**config.mk**
```make
export PLATFORM = sky130hd
export DESIGN_NAME = midi_uart_tx
export DESIGN_NICKNAME = d
export VERILOG_FILES = /design/src/rtl/midi_uart_tx.sv
export SDC_FILE = /design/constraint.sdc
export NUM_CORES = 1
export LEC_CHECK = 0
export BUFFER_PORTS_ARGS = -buffer_cell sky130_fd_sc_hd__buf_4
export CORE_MARGIN = 2
export CORE_UTILIZATION = 40
export DETAILED_ROUTE_END_ITERATION = 8
export PLACE_DENSITY = 0.66
export SLEW_MARGIN = 20
export SYNTH_ARGS = -nofsm -noshare
export SYNTH_HDL_FRONTEND = slang
export SYNTH_SLANG_ARGS = --single-unit
```
**constraint.sdc**
```tcl
create_clock -name CLK_AUDIO -period 5.85 [get_ports CLK_AUDIO]
set_input_delay 0.2925 -clock CLK_AUDIO [delete_from_list [all_inputs] [get_ports CLK_AUDIO]]
set_output_delay 0.2925 -clock CLK_AUDIO [all_outputs]
set_load 0.01 [all_outputs]
```
**src/rtl/midi_uart_tx.sv**
```systemverilog
// MIDI 8N1 serial transmitter with a byte FIFO and an All-Notes-Off panic sequencer.
// Frames run back-to-back; panic bytes take priority over the FIFO once the current frame ends.
module midi_uart_tx #(
  parameter int unsigned CLK_HZ  = 24576000,
  parameter int unsigned BAUD    = 31250,
  parameter int unsigned FIFO_AW = 4
) (
  input  logic       CLK_AUDIO,
  input  logic       reset,
  input  logic [7:0] din,
  input  logic       wr,
  input  logic       panic,
  output logic       full,
  output logic       empty,
  output logic       busy,
  output logic       panic_busy,
  output logic       overflow,
  output logic       midi_tx
);

  localparam int unsigned DIV   = (CLK_HZ + BAUD / 2) / BAUD;
  localparam int unsigned DW    = (DIV > 1) ? $clog2(DIV) : 1;
  localparam int unsigned DEPTH = 1 << FIFO_AW;
  localparam int unsigned CW    = FIFO_AW + 1;

  typedef enum logic [1:0] {StIdle, StStart, StData, StStop} state_e;

  logic [7:0]         r_mem [DEPTH];
  logic [FIFO_AW-1:0] r_wptr, r_rptr;
  logic [CW-1:0]      r_count;
  logic               r_full, r_empty, r_overflow, r_busy, r_panic_busy, r_tx;
  state_e             r_state;
  logic [DW-1:0]      r_div;
  logic [2:0]         r_bit;
  logic [7:0]         r_shift;
  logic               r_pend, r_run, r_pdone;
  logic [3:0]         r_pch;
  logic [1:0]         r_pk;

  state_e        w_state_d;
  logic [DW-1:0] w_div_d;
  logic [2:0]    w_bit_d;
  logic [7:0]    w_shift_d, w_panic_byte, w_fifo_byte;
  logic          w_tx_d, w_pop, w_push, w_bit_end, w_load_pt, w_panic_src;
  logic          w_pend_d, w_run_d, w_pdone_d;
  logic [3:0]    w_pch_d;
  logic [1:0]    w_pk_d;
  logic [CW-1:0] w_count_d;

  assign w_bit_end    = (r_div == DW'(DIV - 1));
  assign w_push       = wr & ~r_full;
  assign w_load_pt    = (r_state == StIdle) | ((r_state == StStop) & w_bit_end);
  // A finished panic run hands the next load point back to the FIFO.
  assign w_panic_src  = r_pend | (r_run & ~r_pdone);
  assign w_panic_byte = (r_pk == 2'd0) ? {4'hB, r_pch} : (r_pk == 2'd1) ? 8'h7B : 8'h00;
  assign w_fifo_byte  = r_mem[r_rptr];
  assign w_count_d    = r_count + CW'(w_push) - CW'(w_pop);

  always_comb begin
    w_state_d = r_state;
    w_div_d   = w_bit_end ? '0 : r_div + DW'(1);
    w_bit_d   = r_bit;
    w_shift_d = r_shift;
    w_tx_d    = r_tx;
    w_pop     = 1'b0;
    w_pend_d  = r_pend | (panic & ~r_panic_busy);
    w_run_d   = r_run;
    w_pdone_d = r_pdone;
    w_pch_d   = r_pch;
    w_pk_d    = r_pk;
    unique case (r_state)
      StIdle: begin
        w_div_d = '0;
        w_tx_d  = 1'b1;
      end
      StStart: begin
        if (w_bit_end) begin
          w_state_d = StData;
          w_bit_d   = 3'd0;
          w_tx_d    = r_shift[0];
        end
      end
      StData: begin
        if (w_bit_end) begin
          if (r_bit == 3'd7) begin
            w_state_d = StStop;
            w_tx_d    = 1'b1;
          end else begin
            w_bit_d   = r_bit + 3'd1;
            w_shift_d = {1'b0, r_shift[7:1]};
            w_tx_d    = r_shift[1];
          end
        end
      end
      StStop: begin
        if (w_bit_end) begin
          w_state_d = StIdle;
          w_tx_d    = 1'b1;
        end
      end
      default: w_state_d = StIdle;
    endcase
    if (w_load_pt) begin
      if (w_panic_src) begin
        w_shift_d = w_panic_byte;
        w_state_d = StStart;
        w_div_d   = '0;
        w_tx_d    = 1'b0;
        w_pend_d  = 1'b0;
        w_run_d   = 1'b1;
        if (r_pk == 2'd2) begin
          w_pk_d  = 2'd0;
          w_pch_d = r_pch + 4'd1;
          if (r_pch == 4'd15) w_pdone_d = 1'b1;
        end else begin
          w_pk_d = r_pk + 2'd1;
        end
      end else begin
        w_run_d   = 1'b0;
        w_pdone_d = 1'b0;
        if (!r_empty) begin
          w_pop     = 1'b1;
          w_shift_d = w_fifo_byte;
          w_state_d = StStart;
          w_div_d   = '0;
          w_tx_d    = 1'b0;
        end
      end
    end
  end

  always_ff @(posedge CLK_AUDIO) begin
    if (w_push) r_mem[r_wptr] <= din;
  end

  always_ff @(posedge CLK_AUDIO) begin
    if (reset) begin
      r_wptr       <= '0;
      r_rptr       <= '0;
      r_count      <= '0;
      r_full       <= 1'b0;
      r_empty      <= 1'b1;
      r_overflow   <= 1'b0;
      r_busy       <= 1'b0;
      r_panic_busy <= 1'b0;
      r_tx         <= 1'b1;
      r_state      <= StIdle;
      r_div        <= '0;
      r_bit        <= '0;
      r_shift      <= '0;
      r_pend       <= 1'b0;
      r_run        <= 1'b0;
      r_pdone      <= 1'b0;
      r_pch        <= '0;
      r_pk         <= '0;
    end else begin
      if (w_push) r_wptr <= r_wptr + FIFO_AW'(1);
      if (w_pop)  r_rptr <= r_rptr + FIFO_AW'(1);
      if (wr && r_full) r_overflow <= 1'b1;
      r_count      <= w_count_d;
      r_full       <= (w_count_d == CW'(DEPTH));
      r_empty      <= (w_count_d == '0);
      r_busy       <= (w_state_d != StIdle) | (w_count_d != '0) | w_pend_d | w_run_d;
      r_panic_busy <= w_pend_d | w_run_d;
      r_tx         <= w_tx_d;
      r_state      <= w_state_d;
      r_div        <= w_div_d;
      r_bit        <= w_bit_d;
      r_shift      <= w_shift_d;
      r_pend       <= w_pend_d;
      r_run        <= w_run_d;
      r_pdone      <= w_pdone_d;
      r_pch        <= w_pch_d;
      r_pk         <= w_pk_d;
    end
  end

  assign full       = r_full;
  assign empty      = r_empty;
  assign busy       = r_busy;
  assign panic_busy = r_panic_busy;
  assign overflow   = r_overflow;
  assign midi_tx    = r_tx;

endmodule
```
# Yosys cells after proc, flatten, opt, wreduce, memory -nomap -nowiden
# Memories as Yosys holds them, arrays and structs flattened. A register that Yosys moved wholly into a read port is not among the register bits.
# Index checks and enable logic that the tools add are counted.
# word_totals
memories	1
out_inout_bits	6
register_bits	51
inputBits	12
ram_bits	128
# mem_list
name	words	word_bits	rd	rd_ports_with_merged_regs	wr	line	source
r_mem	16	8	1	1	1	28	logic [7:0] r_mem [DEPTH];
# classes
n_mux	48
add_sub_neg	8
n_bitwise	14
reduce_logical	11
eq_ne	14
# op_table
operator	n
2-to-1 mux 8 bit	7
2-to-1 mux 10 bit	5
2-to-1 mux 1 bit	19
2-to-1 mux 2 bit	8
adder 4 x 1 -> 4 bit, second input constant	3
adder 10 x 1 -> 10 bit, second input constant	1
== test 10 bit, second input constant	1
2-to-1 mux 3 bit	3
2-to-1 mux 4 bit	2
2-to-1 mux 7 bit	1
bitwise OR 1 bit	7
== test 2 bit, second input constant	3
inequality test 2 bit, second input constant	3
one-hot mux 2 bit (3 select lines)	1
one-hot mux 3 bit (2 select lines)	1
AND reduction 3 bit	2
adder 5 x 1 -> 5 bit	1
== test 5 bit, second input constant	1
zero test 5 bit	1
nonzero test 5 bit	1
subtractor 5 x 1 -> 5 bit	1
AND 1 bit	4
== test 2 x 1 -> 1 bit, second input constant	2
== test 4 bit, second input constant	1
other kinds (11)	16

# Logic depth before layout (Yosys ltp)
# Gate-level depths: netlist of the first run.
# logic_depth
word_depth	11
depth_mapped	14
mapped_depth_nobuf	13

# Least setup slack after synthesis of the first run
# No wires, ideal clock.
# synth_path
path_type	register to register
start	register r_div[0]
end	register r_empty (netlist: empty)
synth_period_minus_slack_ns	3.006
required_time_ns	5.727
n_path_buf	1
slack_ns	2.844
stages_incl_launch_ff	14
arrival_ns	2.883
cell_sequence	dfxtp_1 > ha_1 > and2b_1 > nand4_4 > a211oi_4 > buf_6 > xor2_1 > ha_1 > fa_1 > a21o_1 > a21oi_1 > xnor2_1 > nor3_1 > or2_2
# synth_between
elab_chain_cells	6
# synth_rtl
item	line	source
from (decl)	33	logic [DW-1:0] r_div;
from (signal assigned)	167	r_div <= w_div_d;
== test 10 bit	50	assign w_bit_end = (r_div == DW'(DIV - 1));
AND 1 bit	52	assign w_load_pt = (r_state == StIdle) | ((r_state == StStop) & w_bit_end);
bitwise OR 1 bit	52	
2-to-1 mux 1 bit	103	if (w_load_pt) begin
subtractor 5 x 1 -> 5 bit	57	assign w_count_d = r_count + CW'(w_push) - CW'(w_pop);
zero test 5 bit	162	r_empty <= (w_count_d == '0);
to (signal assigned)	162	
to (decl)	31	logic r_full, r_empty, r_overflow, r_busy, r_panic_busy, r_tx;
# No other way between the ends.
# A chain may end at the register's enable or synchronous reset.

# Worst setup path after layout of the first run
# layout_path
start	register r_div[0]
end	register r_busy (netlist: busy)
# layout_between
elab_chain_cells	10
word_cells_on_any_way	19
# layout_rtl
item	line	source
== test 10 bit (*)	50	
parallel branches: the longest is 8 deep, another holds subtractor 5 x 1 -> 5 bit	-	
bitwise OR 1 bit (*)	163	r_busy <= (w_state_d != StIdle) | (w_count_d != '0) | w_pend_d | w_run_d;
to (signal assigned)	163	
to (decl)	31	
# Every way passes the cells marked *.

==> results of run 1 <==
-- final timing paths --
path                         startpoint  slack (ns)                     to
hold / removal                       wr        0.10  overflow$_SDFFE_PP0P_
hold reg to reg   overflow$_SDFFE_PP0P_        0.48  overflow$_SDFFE_PP0P_
setup / recovery    r_div[0]$_SDFF_PP0_        2.38        busy$_SDFF_PP0_
setup reg to reg    r_div[0]$_SDFF_PP0_        2.38        busy$_SDFF_PP0_
-- cell usage after synthesis, drive strengths merged, types with 2 or more instances --
library cell,n,share of area
or2,3,0.0025
a31oi,6,0.0050
mux2i,8,0.011
o21ai,8,0.0058
and3,4,0.0033
o211ai,6,0.0060
mux2,13,0.020
inv,10,0.0050
a21o,4,0.0040
and4,2,0.0027
nand4,3,0.0053
mux4,34,0.10
nor3,5,0.0033
buf,8,0.0065
nor2,48,0.024
ha,14,0.023
dfxtp,55,0.15
nand2b,5,0.0042
nand3,5,0.0033
a21oi,20,0.013
xor2,6,0.0070
a22o,3,0.0035
xnor2,15,0.018
a2111oi,3,0.0060
a211oi,6,0.0083
edfxtp,128,0.51
nor3b,4,0.0055
nor2b,5,0.0042
nand2,23,0.012
and2,2,0.0017
clkbuf,15,0.0077
-- metrics by stage --
stage | hold WS, ns | total power, W | cells | setup slack [ns] | area [sq um]
floorplan | 0.391 | 0.00209 | 486 | 2.84 | 7510
global placement | 0.456 | 0.00223 | 719 | 2.50 | 7860
detailed placement | 0.470 | 0.00225 | 719 | 2.38 | 7860
CTS | 0.0906 | 0.00344 | 749 | 2.37 | 8470
global route | 0.136 | 0.00357 | 749 | 2.11 | 8470
finish | 0.102 | 0.00341 | 749 | 2.38 | 8470
-- logic make-up after synthesis --
group,after synthesis,share of synthesized area
XOR/XNOR,21,0.0245
adder cells (fa/ha/maj),15,0.0260
AND/OR/NAND/NOR,115,0.0782
buffers and inverters,33,0.0192
flip-flops,183,0.659
AO/OA/AOI/OAI,64,0.0612
multiplexers,55,0.132
-- worst max-delay path, cell delays in order, from the launching register on --
cell and delay, ns:
dfxtp_1 0.40, ha_1 0.16, and2b_1 0.22, nand4_4 0.20, a211oi_4 0.67, xor2_1 0.14, ha_1 0.25, fa_1 0.41
a21o_1 0.20, a21oi_1 0.17, xnor2_1 0.10, nor3_1 0.25, a41oi_1 0.14
-- power breakdown --
group          leakage, nW  total [W]  internal [W]  switching (W)
clock network        0.301    0.00119      0.000685       0.000508
registers             1.61    0.00160       0.00149       0.000115
logic                0.873   0.000616      0.000322       0.000294
-- per-layer routing --
layer | vias up | part of all wire | GRT usage
li1 | 1891 | - | -
met1 | 2031 | 0.46 | 0.199
met2 | 73 | 0.49 | 0.247
met3 | 11 | 0.036 | 0.0397
met4 | 0 | 0.0093 | 0.0379
met5 | - | 0 | 0
-- registers in the layout, summed over array words and instances, names as in the netlist, named ones only --
name,flops
r_div,10
r_pk,2
r_rptr,4
r_mem,128
full,1
busy,1
r_run,1
r_bit,3
overflow,1
r_shift,8
r_pdone,1
r_wptr,4
r_pend,1
empty,1
midi_tx,1
r_count,5
panic_busy,1
r_pch,4
r_state,2
-- layout make-up --
class	instances	share of cell area
Multi-Input combinational cell	270	0.285
Timing Repair Buffer	22	0.0195
Tap cell	234	0.0346
Inverter	10	0.00443
Clock inverter	13	0.0219
Clock buffer	17	0.0502
Sequential cell	183	0.584
-- placed cells by master, fill, tap and decap left out, types with 6 or more instances in the layout --
master / synthesis / layout
xnor2_1: 15 / 15
mux4_2: 34 / 34
clkbuf_16: 0 / 17
xor2_1: 6 / 6
edfxtp_1: 128 / 128
inv_1: 10 / 10
mux2i_1: 8 / 8
nor2_1: 48 / 48
a21oi_1: 20 / 20
buf_4: 1 / 22
o211ai_1: 6 / 6
o21ai_0: 7 / 7
nand2_1: 23 / 23
a31oi_1: 6 / 6
ha_1: 14 / 14
dfxtp_1: 55 / 54
mux2_2: 13 / 13
==> metrics.yaml, run 1 <==
ys_types: 56
cts_buffer_depth: 2
drc_errors: 0
dp_hpwl_um: 9200
hold_viol: 0
diodes: 0
ant_nets: 0
synthCells: 486
fin_worst_skew_ns: 0.00787
grt_antenna_before_repair: 0
drt-total-wl_um: 14000
tightest_slew_ns: 0.991
setup_viol_count_final: 0
cts-root-buf: "clkbuf_16"
die_h_um: 141
yosys_warnings: 0
route.detailed.wl_per_inst_um: 18.8
cts-buffers-inserted: 17
grt_pass1_vias: 4007
worst-path-max-fanout: 13
vias: 4006
vias_per_cell: 5.35
finalCriticalPeriod_ns: 3.47
drt_pass1_iterations: 6
multiInputGateArea_sq_mm: 0.00242
overflow: 0
drv_cap: 0
hold_depth: 3
fillers: 1573
rows: 50
cellLeakagePower_nw: 2.78
min-delay-path-class: "in2reg"
clkLatencyLatePin_ns: 0.43
cp-end-kind: "register"
outcome: "completed"
peakVddDrop_uv: 274
cts_setup_buffers: 0
slew-limit-headroom: 0.337
ys_async_sr_fraction: 0
seq_area_sq_mm: 0.00495
crit_required_ns: 6.13
fp.dieW_um: 141
grt_util_all_layers: 0.150
cts_resized: 0
grt_pass1_wl_um: 22400
cts_hold_buf: 0
ios: 18
seq_area_frac_synth: 0.659
rsz0062_at_grt: "false"
gp_congestion: 0.789
drt_iter0_markers: 300
flow.area_growth_from_synthesis_pct: 12.9
cts.sinks: 183
synth_nets: 513
synth-edff-count: 128
syn_area_sq_mm: 0.00751
layout.nets: 531
period_share: 0.594
setup.worst_path.start_class: "register"
syn_area_per_cell_sq_um: 15.4
p_per_area_mw_per_mm2: 402
final.setup.tns_ns: 0
drive_gt1_frac: 0.225
reg2reg_depth: 12
initial_core_util: 0.404
die-area_sq_mm: 0.0199
synthFlopType: "edfxtp_1"
slew_viol_final: 0
clk_pin_slew_ns: 0.07
cp.arrival_ns: 3.76
io_buffers: 17
cts_tree: "yes"
fp.coreArea_sq_mm: 0.0186
final_util: 0.456
synth-seq-cells: 183
clock.fmax_mhz: 288
htree_levels: 4
worst-setup-path-type: "reg2reg"
grt_max_degree: 45
Power figures use the tool's default switching activity.
==> run 2, diff against run 1 <==
--- a/config.mk
+++ b/config.mk
@@ -5,6 +5,7 @@
 export SDC_FILE = /design/constraint.sdc
 export NUM_CORES = 1
 export LEC_CHECK = 0
+export ABC_AREA = 1
 export BUFFER_PORTS_ARGS = -buffer_cell sky130_fd_sc_hd__buf_4
 export CORE_MARGIN = 2
 export CORE_UTILIZATION = 40
==> constraint.sdc (replaced) <==
create_clock -name CLK_AUDIO -period 3.5 [get_ports CLK_AUDIO]
set_input_delay 0.175 -clock CLK_AUDIO [delete_from_list [all_inputs] [get_ports CLK_AUDIO]]
set_output_delay 0.175 -clock CLK_AUDIO [all_outputs]
set_load 0.01 [all_outputs]
==> metrics.yaml, run 2 <==
cp.arrival_ns: 3.23  # -0.53 ns
synthFlopType: "edfxtp_1"
fp.coreArea_sq_mm: 0.0195  # +5.1%
ys_types: 39  # -30%
cp-end-kind: "register"
r2r-start: "r_div[0]$_SDFF_PP0_"
route.detailed.wl_per_inst_um: 15.6  # -17%
clock.fmax_mhz: 343  # +19%
cellLeakagePower_nw: 3.37  # +21%
critPathLaunch: "r_div[0]$_SDFF_PP0_"
drive_gt1_frac: 0.110  # -0.115
reg.largest.list: "r_mem (128), r_div (10), r_shift (8)"
yosys_warnings: 0  # unchanged
hold_viol: 0  # unchanged
syn_area_per_cell_sq_um: 9.84  # -36%
flow.area_growth_from_synthesis_pct: 11.3
regMostFlops: "r_mem"
overflow: 0  # unchanged
die-area_sq_mm: 0.0211  # +5.9%
grt_max_degree: 70  # +56%
synthCells: 809  # +66%
grt_util_all_layers: 0.167  # +0.0170
final.setup.tns_ns: 0  # unchanged
synth-seq-cells: 183  # unchanged
fp.dieW_um: 145  # +2.9%
cts-buffers-inserted: 17  # unchanged
crit_required_ns: 3.81  # -2.32 ns
grt_pass1_vias: 5178  # +29%
layout_common_cells: "148 x nor2_1, 142 x nand2_1, 128 x edfxtp_1"
diodes: 0  # unchanged
initial_core_util: 0.408  # +0.00382
ys_async_sr_fraction: 0  # unchanged
cts_buffer_depth: 2  # unchanged
rows: 51  # +2.0%
synth_nets: 836  # +63%
slew-limit-headroom: 0.336  # -0.000748
synth-edff-count: 128  # unchanged
die_h_um: 145  # +2.9%
htree_levels: 4  # unchanged
clk_pin_slew_ns: 0.07  # about the same
seq_area_frac_synth: 0.621  # -0.0378
drc_errors: 0  # unchanged
syn_area_sq_mm: 0.00796  # +6.1%
ios: 18  # unchanged
drt-total-wl_um: 17100  # +22%
drt_iter0_markers: 508  # +69%
dp_hpwl_um: 10500  # +14%
yosys.area.top_type_share: 0.483  # -0.0294
vias_per_cell: 4.97  # -7.1%
place_ws_ns: 0.603  # -1.78 ns
cts_resized: 0  # unchanged
ant_nets: 0  # unchanged
p_per_area_mw_per_mm2: 671  # +67%
synthTopCellsByArea: "edfxtp_1 48%, dfxtp_1 14%, nor2_1 7.0%, nand2_1 6.7%, nand3_1 4.4%"
vias: 5454  # +36%
worst-setup-path-type: "reg2reg"
cts_tree: "yes"
gp_congestion: 0.770  # -2.4%
outcome: "completed"
fin_ws_ns: 0.585  # -1.79 ns
setup_viol_count_final: 0  # unchanged
drt_pass1_iterations: 5  # -1
final_util: 0.454  # -0.00216
slew_viol_final: 0  # unchanged
power_w: 0.00595  # +75%
worst-path-max-fanout: 6  # -7
clkLatencyLatePin_ns: 0.43  # about the same
layout.nets: 847  # +60%
fin_worst_skew_ns: 0.00668  # -0.00119 ns
synth_largest_area_cell: "edfxtp_1"
rsz0062_at_grt: "false"
hold_ws_ns: 0.0767  # -0.0253 ns
drv_cap: 0  # unchanged
period_share: 0.833  # +0.239
min-delay-path-class: "in2reg"
yosysMostFrequentCell: "nor2_1"
grt_antenna_before_repair: 0  # unchanged
min_from: "din[4]"
tightest_slew_ns: 0.992  # +0.00112 ns
finalCriticalPeriod_ns: 2.91  # -0.557 ns
io_buffers: 17  # unchanged
cts-root-buf: "clkbuf_16"
setup.worst_path.start_class: "register"
layout_commonest_cell: "nor2_1"
synthTopCellsByCount: "148 x nor2_1, 142 x nand2_1, 128 x edfxtp_1, 70 x nand3_1, 63 x inv_1"
peakVddDrop_uv: 388  # +41%
largest_reg_flops: 128  # unchanged
cts.sinks: 183  # unchanged
grt_pass1_wl_um: 27300  # +22%
[run 2: final timing paths]
| path | depth (start not counted) | slack, ns | endpoint |
|---|---|---|---|
| min reg2reg | 2 | 0.47 | overflow$_SDFFE_PP0P_ |
| max reg2reg | 19 | 0.59 | busy$_SDFF_PP0_ |
| max | 19 | 0.59 | busy$_SDFF_PP0_ |
| min | 1 | 0.08 | r_mem[13][4]$_DFFE_PP_ |
[run 2: cells by family (layout without fill, tap and decap cells)]
| group | after synthesis | after routing | share of synthesized area |
|---|---|---|---|
| buffers and inverters | 103 | 127 | 0.0555 |
| DFF | 183 | 183 | 0.621 |
| adders and majority gates | 15 | 15 | 0.0245 |
| xor gates and xnor gates | 10 | 10 | 0.0110 |
| AOI/OAI and AO/OA | 105 | 105 | 0.0742 |
| and+or+nand+nor | 393 | 393 | 0.214 |
[run 2: final cells by class]
class	instances	area, sq um
clock buffer	17	425
inverter	72	270
tap	265	332
multi-input combinational	523	2580
clock inverter	15	136
fill	1816	10700
timing repair buffer	23	175
sequential	183	4950
[run 2: timing repair]
| action | 4_1_cts | 5_1_grt |
|---|---|---|
| hold buffers | 1 | 0 |
| setup buffers | 0 | 0 |
| endpoints found under the hold margin | 1 | 0 |
[run 2: critical path: stages, from the launching register on]
cell and delay (ns):
dfxtp_1 0.38, ha_1 0.18, nand2_2 0.09, nor2_4 0.13, nand2_4 0.08, nand2_2 0.09
nand2_4 0.08, nor2_4 0.11, inv_1 0.10, nand2_1 0.07, nand2_1 0.05, ha_1 0.20
fa_1 0.41, xor2_1 0.17, nor3_1 0.21, nand3_1 0.14, nor2_1 0.11, nand2_1 0.06
nor2_1 0.09, nor2_1 0.04
[run 2: where the power goes]
group	internal, W	switching, W
registers	0.00249	0.0000934
logic	0.000509	0.00105
clock network	0.000937	0.000866
total	0.00394	0.00201
[run 2: through the flow]
stage,area [sq um],instances
2_1_floorplan,7960,809
3_3_place_gp,8290,1065
3_5_place_dp,8290,1065
4_1_cts,8860,1098
5_1_grt,8860,1098
6_report,8860,1098
[run 2: per-layer routing]
| layer | up-vias | part of all wire | track usage |
|---|---|---|---|
| li1 | 2717 | - | - |
| met4 | 0 | 0.016 | 0.0637 |
| met2 | 143 | 0.48 | 0.273 |
| met5 | - | 0 | 0 |
| met1 | 2574 | 0.44 | 0.221 |
| met3 | 20 | 0.058 | 0.0318 |
